<file path="config.mk">
export PLATFORM = sky130hd
export DESIGN_NAME = pc_sequencer
export DESIGN_NICKNAME = d
export VERILOG_FILES = /design/src/rtl/pc_sequencer.sv
export SDC_FILE = /design/constraint.sdc
export NUM_CORES = 1
export LEC_CHECK = 0
export CAP_MARGIN = 15
export CORE_UTILIZATION = 45
export DETAILED_ROUTE_END_ITERATION = 8
export DONT_BUFFER_PORTS = 1
export PLACE_DENSITY_LB_ADDON = 0.2
export SYNTH_ARGS = -nofsm -noshare
export SYNTH_HDL_FRONTEND = slang
export SYNTH_SLANG_ARGS = --single-unit
</file>
<file path="constraint.sdc">
create_clock -name CLOCK -period 7.5 [get_ports CLOCK]
set_input_delay 1.125 -clock CLOCK [delete_from_list [all_inputs] [get_ports CLOCK]]
set_output_delay 1.125 -clock CLOCK [all_outputs]
set_load 0.1 [all_outputs]
</file>
<file path="src/rtl/pc_sequencer.sv">
// Multicycle fetch/execute sequencer: drives the PC write strobe and the next-PC value.
// Optional PC range check and sticky trap are enabled by defining PC_BOUND_CHECK_EN.
module pc_sequencer #(
  parameter int              PC_W         = 64,
  parameter logic [PC_W-1:0] RESET_VECTOR = '0,
  parameter int              PC_INC       = 4,
  parameter logic [PC_W-1:0] IMEM_BYTES   = 64'h400,
  parameter logic [PC_W-1:0] TRAP_VECTOR  = 64'h3FC
) (
  input  logic            CLOCK,
  input  logic            RESET,
  input  logic            run,
  input  logic [PC_W-1:0] pc_cur,
  output logic            imem_req,
  input  logic            imem_ack,
  input  logic            exec_valid,
  input  logic            branch_uncond,
  input  logic            branch_cond,
  input  logic            alu_zero,
  input  logic            halt,
  input  logic [PC_W-1:0] branch_offset,
  output logic            pc_write,
  output logic [PC_W-1:0] pc_next,
  output logic [2:0]      state,
  output logic [31:0]     retired_count,
  output logic            trap
);

  typedef enum logic [2:0] {
    S_IDLE   = 3'd0,
    S_INIT   = 3'd1,
    S_FETCH  = 3'd2,
    S_EXEC   = 3'd3,
    S_UPDATE = 3'd4,
    S_HALTED = 3'd5
  } state_t;

  localparam logic [PC_W-1:0] PC_INC_EXT = PC_W'(PC_INC);

  // A trap vector outside instruction memory would re-trap forever.
  if (TRAP_VECTOR >= IMEM_BYTES) begin : g_bad_trap_vector
    $error("pc_sequencer: TRAP_VECTOR must lie below IMEM_BYTES");
  end

  state_t          state_q, state_d;
  logic            imem_req_q;
  logic [PC_W-1:0] pc_next_q;
  logic [31:0]     retired_q;

  // Instruction fields captured when the execute stage resolves.
  logic            lat_uncond;
  logic            lat_cond;
  logic            lat_zero;
  logic [PC_W-1:0] lat_offset;
  logic [PC_W-1:0] lat_pc;

  logic            taken;
  logic [PC_W-1:0] target;
  logic [PC_W-1:0] update_value;
  logic            exec_fire;

  assign exec_fire = (state_q == S_EXEC) && exec_valid;

  // ---------------------------------------------------------------------------
  // Next-state logic
  // ---------------------------------------------------------------------------
  // NOTE: every always_comb output gets a default before the case so no path
  // leaves it unassigned, which would otherwise infer a latch.
  always_comb begin
    state_d = state_q;
    unique case (state_q)
      S_IDLE:   if (run) state_d = S_INIT;
      S_INIT:   state_d = S_FETCH;
      S_FETCH:  if (imem_ack) state_d = S_EXEC;
      S_EXEC:   if (exec_valid) state_d = halt ? S_HALTED : S_UPDATE;
      S_UPDATE: state_d = S_FETCH;
      S_HALTED: state_d = S_HALTED;
      default:  state_d = S_IDLE;
    endcase
  end

  // NOTE: sequential state uses non-blocking assignments so every flop samples
  // pre-edge values regardless of block ordering.
  always_ff @(posedge CLOCK or posedge RESET) begin
    if (RESET) begin
      state_q    <= S_IDLE;
      imem_req_q <= 1'b0;
    end else begin
      state_q    <= state_d;
      imem_req_q <= (state_d == S_FETCH);
    end
  end

  // ---------------------------------------------------------------------------
  // Operand capture and target computation
  // ---------------------------------------------------------------------------
  // NOTE: these capture registers are reset too, so a reset mid-instruction
  // cannot leak a stale target into the next run.
  always_ff @(posedge CLOCK or posedge RESET) begin
    if (RESET) begin
      lat_uncond <= 1'b0;
      lat_cond   <= 1'b0;
      lat_zero   <= 1'b0;
      lat_offset <= '0;
      lat_pc     <= '0;
    end else if (exec_fire) begin
      lat_uncond <= branch_uncond;
      lat_cond   <= branch_cond;
      lat_zero   <= alu_zero;
      lat_offset <= branch_offset;
      lat_pc     <= pc_cur;
    end
  end

  // Unconditional branch dominates; addition wraps modulo 2^PC_W by design.
  assign taken  = lat_uncond | (lat_cond & lat_zero);
  assign target = lat_pc + (taken ? (lat_offset << 2) : PC_INC_EXT);

`ifdef PC_BOUND_CHECK_EN
  logic out_of_range;
  logic trap_q;

  assign out_of_range = (target >= IMEM_BYTES);
  assign update_value = out_of_range ? TRAP_VECTOR : target;

  always_ff @(posedge CLOCK or posedge RESET) begin
    if (RESET) begin
      trap_q <= 1'b0;
    end else if ((state_q == S_UPDATE) && out_of_range) begin
      trap_q <= 1'b1;
    end
  end

  // Visible during the redirecting UPDATE cycle, then held by trap_q.
  assign trap = trap_q | ((state_q == S_UPDATE) && out_of_range);
`else
  assign update_value = target;
  assign trap         = 1'b0;
`endif

  // ---------------------------------------------------------------------------
  // PC write strobe, next-PC hold register and retire counter
  // ---------------------------------------------------------------------------
  always_ff @(posedge CLOCK or posedge RESET) begin
    if (RESET) begin
      pc_next_q <= '0;
      retired_q <= '0;
    end else begin
      unique case (state_q)
        S_INIT:   pc_next_q <= RESET_VECTOR;
        S_UPDATE: begin
          pc_next_q <= update_value;
          retired_q <= retired_q + 32'd1;
        end
        default: ;
      endcase
    end
  end

  always_comb begin
    pc_write = 1'b0;
    pc_next  = pc_next_q;
    unique case (state_q)
      S_INIT: begin
        pc_write = 1'b1;
        pc_next  = RESET_VECTOR;
      end
      S_UPDATE: begin
        pc_write = 1'b1;
        pc_next  = update_value;
      end
      default: ;
    endcase
  end

  assign imem_req      = imem_req_q;
  assign state         = state_q;
  assign retired_count = retired_q;

  // INIT and UPDATE are never adjacent, so the strobe can never stretch.
  a_pc_write_single : assert property (
    @(posedge CLOCK) disable iff (RESET) pc_write |=> !pc_write
  );

endmodule

</file>
==> run summary, run 1 <==
Initial antenna violation count = 1
R2R depth = 12
Final worst-path cycle share = 0.8656
Final setup viols = 0
Post-synth EDFFs = 0
Post-CTS Hold Buffers = 0
RSZ-0062 raised after global routing = no
Setup CP Type = flip-flop to primary output
Clock slew seen by the registers of the worst setup and hold paths = 60 ps
Synthesis Warnings = 0
Grt ovf = 0
Wirelength per Cell = 19.02 µm
Synth Area in Simple Gates = 0.1425
Synth Area in XOR/XNOR = 0.05657
Seq/Total Area, Yosys = 0.4459
I/O Buffers = 0
CP Data Arrival Time = 5370 ps
Core area = 27930 µm²
Tmin final = 6492 ps
Slowest cell on crit path = o21ai_2
CP Launch Type = flip-flop
WP buf/inv = 0
Cell depth of the worst setup path = 12
Antenna-violating nets left = 0
Max_cap viols = 0
Post-place setup slack = 1505 ps
Post-Route WL = 31260 µm
Compound-gate portion of the synthesized area = 0.1477
Multiplexer share of the synthesized area = 0.1155
Clock Skews = 12.23 ps
Largest net degree at the start of global routing = 95
Slew margin rel. = 0.1984
Final WS setup = 1008 ps
Setup Buffers After CTS = 0
Boundary pin count = 239
Number of global-route vias before repair = 9048
Largest family of logic cells by synthesized area = compound AO/OA/AOI/OAI gates
Max FO, Critical Path = 31
CTS Root Cell = clkbuf_16
Die H = 171.0 µm
Fill count = 2560
Ys flop type = dfrtp_1
H-tree levels = 1
DIE AREA = 29240 µm²
Synth Register Bits = 229
DP HPWL = 23080 µm
TritonCTS clock tree = built
Hold depth = 1
Critical path capture point type = primary output
Hold crit path type = flip-flop to flip-flop
Clk_lat worst skew = 540 ps
Post-Synth Adder-Cell Area = 0.06192
Worst-path cell chain = a21oi_4 > nor2b_1 > fa_1 > a211oi_1 > nor3_1 > o2111ai_1 > a21oi_2 > a21oi_2 > o21ai_2 > a31oi_1 > xnor2_1 > o21ai_2
Yosys cell types = 68
Syn_area_per_cell = 10.14 µm²
# resized after CTS = 0
DR iter-0 viols = 634
Routed via count = 9299
Gpl congestion = 0.8747
Nets = 1445
Die W = 171.0 µm
Layout cells sized above 1 = 0.2111
Setup TNS = 0 ps
Final Hold Viols = 0
Drt pass-1 iters = 5
First-pass GRT wire length = 49580 µm
CP max stage delay = 880 ps
Status = finished, final reports clean
Area delta synth->final = 12.41%
Remaining DRCs = 0
CP required = 6380 ps
Largest buffer count on any clock path = 3
Initial Util = 0.4600
Synth async-reset ratio = 1.000
Diodes inserted = 0
Row cnt = 61
Least-Margin Pin Slew = 1202 ps
Drt via density = 5.660
CP top delay family = compound AO/OA/AOI/OAI gates
GRT Overall Usage = 0.2144
Gate Count Post-Synth = 1267
Fin. max-slew vios = 0
Post-Syn Nets = 1467
Total CTS buffers = 26
CTS sink count = 229
Cell area after synthesis = 12850 µm²
Fmax = 0.1540 GHz
[placed cells by master, fill, tap and decap left out, drive strengths merged, types with 3 or more instances in the layout]
master	synthesis	final
nor2b	67	67
and3	11	11
mux2	130	130
bufinv	0	6
ha	62	62
dfrtp	229	229
and4	8	8
xor2	32	32
nor2	56	56
clkbuf	50	38
o211ai	9	9
a31oi	6	6
a32o	4	4
buf	20	20
o31ai	12	12
nand2b	4	4
a211oi	8	8
nand3	31	31
o21ai	97	97
a211o	3	3
o21a	8	8
xnor2	51	51
a21o	23	23
o21bai	14	14
inv	23	23
nand4	31	31
a21boi	4	4
a21oi	90	90
nor4	3	3
a22o	6	6
or3	6	6
o2111ai	3	3
nand2	119	119
nor3	17	17
[state kept, by name, summed over array words and instances (netlist names)]
register and flops:
lat_offset 62, pc_next_q 64, lat_uncond 1, imem_req 1
lat_zero 1, lat_cond 1, lat_pc 64, state 3
retired_count 32
[path summary, 6_finish.rpt]
check | start | slack [ps] | to
max | lat_cond | 1010 | pc_next[54]
min | lat_offset[6] | 500 | lat_offset[6]
max reg2reg | lat_cond | 2470 | pc_next_q[54]
min reg2reg | lat_offset[6] | 500 | lat_offset[6]
max in group asynchronous | RESET | 5600 | pc_next_q[2]
min in group asynchronous | RESET | 560 | lat_offset[31]
[synthesized netlist by cell type, types with 17 or more instances]
| library cell | instances | area [µm²] |
|---|---|---|
| dfrtp_1 | 229 | 5731 |
| mux2_2 | 130 | 1464 |
| nand2_1 | 119 | 446.7 |
| o21ai_0 | 86 | 430.4 |
| a21oi_1 | 84 | 420.4 |
| nor2b_1 | 67 | 419.2 |
| ha_1 | 62 | 775.7 |
| nor2_1 | 56 | 210.2 |
| xnor2_1 | 51 | 446.7 |
| clkbuf_1 | 49 | 183.9 |
| xor2_1 | 32 | 280.3 |
| nand3_1 | 31 | 155.2 |
| nand4_1 | 31 | 193.9 |
| a21o_1 | 23 | 172.7 |
| inv_1 | 23 | 86.33 |
| nor3_1 | 17 | 85.08 |
[routing by layer]
metal	routed length (µm)	GRT usage
met4	722	0.05512
met3	2834	0.07009
met2	13750	0.3319
met5	13	0
met1	13940	0.2875
[metrics by stage]
step | area (µm²) | hold slack (ps) | util | instances
after CTS | 14450 | 499.3 | 0.5172 | 1643
after global placement | 13450 | 483.7 | 0.4816 | 1595
final | 14450 | 499.2 | 0.5172 | 1643
after detailed placement | 13450 | 485.4 | 0.4816 | 1595
after floorplan | 12850 | 471.2 | - | 1267
after global routing | 14450 | 510.4 | 0.5172 | 1643
[cell families (layout without fill, tap and decap cells)]
group,Yosys count,after routing
fa+ha+maj,63,63
other cells,1,1
mux,132,132
compound gates,301,301
simple gates,365,365
buf+inv,93,91
flops,229,229
xor+xnor,83,83
[worst reg2reg max path: stages (launching register included)]
cell	delay (ps)
dfrtp_1	400
a21oi_4	710
nor2b_1	190
fa_1	490
a211oi_1	340
nor3_1	150
o2111ai_1	410
a21oi_2	160
a21oi_2	370
o21ai_2	190
a31oi_1	390
xnor2_1	150
o21ai_2	880
[cell type report]
| type | count | area [µm²] | area share |
|---|---|---|---|
| clock buffers | 38 | 787.0 | 0.05448 |
| clock inverters | 10 | 205.2 | 0.01420 |
| repair buffers | 20 | 170.2 | 0.01178 |
| multi-input cells | 945 | 6987 | 0.4836 |
| inverters | 23 | 93.84 | 0.006496 |
| well taps | 378 | 473.0 | 0.03274 |
| flip-flops and latches | 229 | 5731 | 0.3967 |
Power of run 1 is not shown: default switching activity piles up to over one toggle a cycle in this logic, so the estimate is an artifact.
==> run 2, diff against run 1 <==
--- a/config.mk
+++ b/config.mk
@@ -6,7 +6,7 @@
 export NUM_CORES = 1
 export LEC_CHECK = 0
 export CAP_MARGIN = 15
-export CORE_UTILIZATION = 45
+export CORE_UTILIZATION = 46
 export DETAILED_ROUTE_END_ITERATION = 8
 export DONT_BUFFER_PORTS = 1
 export PLACE_DENSITY_LB_ADDON = 0.2
==> run 2 against run 1 <==
  * Non-clock buffer count fell by 1
  * Register-to-register slack worse by 110 ps
  * Largest cell class unchanged
  * Clock skew is 1.6 ps lower
  * Routed wire length increased by 0.93%
  * First-iteration DRC count fell by 19%
  * Worst hold slack got worse by 1.7 ps
  * Critical path type unchanged
  * Flip-flop and latch count stayed put
  * Critical endpoint unchanged
  * Cell count down 0.49%
  * Worst setup slack worse by 48 ps
  * Via count is 0.79% higher
  * Highest routed layer unchanged
==> run summary, run 2 (synthesis results as in run 1) <==
Status = finished, final reports clean
Number of global-route vias before repair = 9462
Hold depth = 1
Most common cell after layout, fill and taps aside = dfrtp_1
CTS sink count = 229
CTS Root Cell = clkbuf_16
Wirelength per Cell = 19.29 µm
Clock slew seen by the registers of the worst setup and hold paths = 60 ps
Tmin final = 6540 ps
Diodes inserted = 0
GRT Overall Usage = 0.2207
Worst-path cell chain = a21oi_4 > nor2b_1 > fa_1 > a211oi_1 > nor3_1 > o2111ai_1 > a21oi_2 > a21oi_2 > o21ai_2 > a31oi_1 > xnor2_1 > o21ai_2
Hold crit path type = flip-flop to flip-flop
Final setup viols = 0
TritonCTS clock tree = built
Crit path from = lat_cond
Least-Margin Pin Slew = 1207 ps
Post-CTS Hold Buffers = 0
CP max stage delay = 880 ps
Boundary pin count = 239
Reg2reg end = pc_next_q[57]
Setup CP Type = flip-flop to primary output
Largest net degree at the start of global routing = 98
Max_cap viols = 0
Grt ovf = 0
Dpl cells = 1588
Launch point of the worst reg-to-reg path = lat_cond
H-tree levels = 1
Initial Util = 0.4729
RSZ-0062 raised after global routing = no
CP Data Arrival Time = 5420 ps
Largest buffer count on any clock path = 3
First-pass GRT wire length = 50350 µm
Fin. max-slew vios = 0
Die H = 169.1 µm
Clock Skews = 10.63 ps
# resized after CTS = 0
Fill count = 2454
DIE AREA = 28610 µm²
Setup TNS = 0 ps
DR iter-0 viols = 516
Fmax = 0.1529 GHz
Post-route insts no fill = 1635
Drt via density = 5.732
Remaining DRCs = 0
Post-Route WL = 31550 µm
R2R Setup Slk = 2360 ps
Critical path capture point type = primary output
R2R depth = 13
Clk_lat worst skew = 530 ps
Drt pass-1 iters = 6
Crit path capture = pc_next[54]
Layout cells sized above 1 = 0.2106
DP HPWL = 22990 µm
I/O Buffers = 0
Setup Buffers After CTS = 0
Largest regs = lat_pc x64, pc_next_q x64, lat_offset x62
Area delta synth->final = 11.84%
Routed via count = 9372
Commonest non-fill, non-tap cells in the layout = dfrtp_1 (229), mux2_2 (130), nand2_1 (117), a21oi_1 (83), nor2b_1 (67)
Final worst-path cycle share = 0.8720
Max FO, Critical Path = 33
Antenna-violating nets left = 0
Row cnt = 60
Core area = 27180 µm²
Nets = 1444
CP required = 6380 ps
Slew margin rel. = 0.1950
Total CTS buffers = 26
Die W = 169.1 µm
Initial antenna violation count = 1
Gpl congestion = 0.8565
Final Hold Viols = 0
Slowest cell on crit path = o21ai_2
CP Launch Type = flip-flop
## run 2: changes by cell type in the layout (fill, tap and decap cells not counted)
cell | previous run | this run
inv_8 | 1 | 2
clkbuf_1 | 4 | 3
bufinv_16 | 6 | 4
clkinv_2 | 2 | 3
clkinvlp_4 | 2 | 3
clkinv_4 | 0 | 1
buf_4 | 19 | 18
clkbuf_8 | 7 | 5
## run 2: layer usage
layer,vias to the layer above,global-route usage,part of all wire
met1,4558,0.2900,0.44
met5,-,0,0.00032
met4,2,0.05327,0.020
li1,4491,-,-
met3,40,0.06740,0.082
met2,281,0.3555,0.45
## run 2: cell type report
cell class | instances | area, µm² | area share
repair buffers | 19 | 162.7 | 0.01132
clock buffers | 35 | 755.7 | 0.05258
well taps | 372 | 465.4 | 0.03238
clock inverters | 12 | 177.7 | 0.01236
multi-input cells | 945 | 6987 | 0.4861
inverters | 23 | 93.84 | 0.006529
flip-flops and latches | 229 | 5731 | 0.3987
## run 2: worst min path at each step
stage	start	endpoint
final	lat_offset[60]	lat_offset[60]
after global routing	lat_offset[53]	lat_offset[53]
after CTS	lat_offset[10]	lat_offset[10]
after detailed placement	lat_offset[41]	lat_offset[41]
after global placement	lat_offset[60]	lat_offset[60]
after floorplan	lat_offset[10]	lat_offset[10]
## run 2: per-stage QoR
stage          utilization  worst slack, ps  hold WS (ps)  instance area, µm²
2_1_floorplan            -            98.77         471.2               12850
3_3_place_gp        0.4945             1511         482.9               13440
3_5_place_dp        0.4945             1486         485.6               13440
4_1_cts             0.5289            888.5         500.1               14370
5_1_grt             0.5289            620.8         511.3               14370
6_report            0.5289            959.8         497.4               14370
## run 2: critical path: cells and delay by family (launching register included)
kind                       cells  cell delay, ps
AOI/OAI and AO/OA              8            3480
DFF                            1             410
xor gates and xnor gates       1             140
and+or+nand+nor                2             340
adders and majority gates      1             500
Power of run 2 is left out for the same reason.
==> run 3, diff against run 2 <==
==> constraint.sdc (replaced) <==
create_clock -name CLOCK -period 6.41 [get_ports CLOCK]
set_input_delay 0.9615 -clock CLOCK [delete_from_list [all_inputs] [get_ports CLOCK]]
set_output_delay 0.9615 -clock CLOCK [all_outputs]
set_load 0.1 [all_outputs]
==> run 3 against run 2 <==
  * Critical path type unchanged
  * Die area unchanged
  * Largest cell class unchanged
  * Non-clock buffer count rose by 30
  * Highest routed layer unchanged
  * First-iteration DRC count fell by 7.2%
==> run summary, run 3 (synthesis results as in run 1) <==
Area delta synth->final = 12.19%
Layout cells sized above 1 = 0.2250
Tmin final = 5872 ps
Status = finished, final reports clean
Final worst-path cycle share = 0.9161
Least-Margin Pin Slew = 1200 ps
Launch point of the worst reg-to-reg path = lat_cond
Final Hold Viols = 0
First-pass GRT wire length = 50340 µm
Clock slew seen by the registers of the worst setup and hold paths = 60 ps
Max_cap viols = 0
H-tree levels = 1
# resized after CTS = 0
Util after Layout = 0.5305
Clock Skews = 10.06 ps
Largest net degree at the start of global routing = 122
Post-CTS Hold Buffers = 0
Setup TNS = 0 ps
Remaining DRCs = 0
Largest regs = lat_pc x64, pc_next_q x64, lat_offset x62
RSZ-0062 raised after global routing = no
CP Launch Type = flip-flop
CTS sink count = 229
DR iter-0 viols = 479
Total CTS buffers = 25
Drt pass-1 iters = 4
Critical path capture point type = primary output
Antenna-violating nets left = 0
Wirelength per Cell = 18.88 µm
CP Data Arrival Time = 4910 ps
Grt ovf = 0
Initial Util = 0.4729
Crit path capture = pc_next[58]
Final setup viols = 0
Setup CP Type = flip-flop to primary output
Diodes inserted = 0
Boundary pin count = 239
DP HPWL = 23360 µm
Fin. max-slew vios = 0
Met1 usage = 0.2922
GRT Overall Usage = 0.2193
Row cnt = 60
Gr busiest metal = met2
Gpl congestion = 0.8736
R2R depth = 13
I/O Buffers = 0
R2R Setup Slk = 1820 ps
Nets = 1473
Post-Route WL = 31370 µm
Die W = 169.1 µm
Fill count = 2451
GR Util met3 = 0.06390
DIE AREA = 28610 µm²
Routed via count = 9503
Core area = 27180 µm²
Die H = 169.1 µm
Initial antenna violation count = 1
Max FO, Critical Path = 10
Crit path from = lat_cond
Most common cell after layout, fill and taps aside = dfrtp_1
Reg2reg end = pc_next_q[58]
Drt via density = 5.721
CTS Root Cell = clkbuf_16
Number of global-route vias before repair = 9542
Setup Buffers After CTS = 0
Fmax = 0.1703 GHz
Clk_lat worst skew = 520 ps
Slew margin rel. = 0.2001
Largest buffer count on any clock path = 3
TritonCTS clock tree = built
CP required = 5450 ps
GRT met2 Usage = 0.3464
Hold crit path type = input pin to asynchronous set/reset pin
Commonest non-fill, non-tap cells in the layout = dfrtp_1 (229), mux2_2 (130), nand2_1 (117), a21oi_1 (83), nor2b_1 (67)
## run 3: worst min path at each step
| stage | cells past startpoint | startpoint | endpoint | slack (ps) |
|---|---|---|---|---|
| 6_report | 1 | RESET | lat_offset[32] | 390 |
| 5_1_grt | 1 | RESET | lat_offset[31] | 410 |
| 4_1_cts | 1 | RESET | lat_offset[32] | 390 |
| 3_5_place_dp | 2 | pc_next_q[42] | pc_next_q[42] | 460 |
| 3_3_place_gp | 2 | pc_next_q[47] | pc_next_q[47] | 450 |
| 2_1_floorplan | 1 | lat_offset[10] | lat_offset[10] | 470 |
## run 3: layer usage
layer,part of all wire,vias up
li1,-,4547
met1,0.44,4628
met2,0.45,281
met3,0.082,45
met4,0.026,2
met5,0.00032,-
## run 3: final cells by class
type	instances	area (µm²)	share of cell area
Clock buffer	32	671.9	0.04660
Clock inverter	11	72.57	0.005033
Inverter	23	90.09	0.006248
Multi-Input combinational cell	945	6987	0.4846
Sequential cell	229	5731	0.3975
Tap cell	372	465.4	0.03228
Timing Repair Buffer	49	400.4	0.02777
## run 3: stage by stage
step	hold slack, ps	cells	setup WS [ps]	area [µm²]
2_1_floorplan	471.2	1267	122.2	12850
3_3_place_gp	447.6	1618	1117	13670
3_5_place_dp	459.7	1618	1069	13670
4_1_cts	386.9	1661	490.5	14420
5_1_grt	412.4	1661	237.6	14420
6_report	392.5	1661	537.7	14420
## run 3: worst max-delay path, cell delays in order, from the launching register on
cell	delay, ps
dfrtp_1	390
a21oi_4	110
or2_2	280
ha_1	210
fa_1	430
a211oi_1	370
nor3_1	150
o2111ai_1	390
a21oi_2	160
a21oi_2	360
o21ai_2	190
a31oi_1	390
mux2i_1	240
a211o_1	720
Power of run 3 is left out for the same reason.
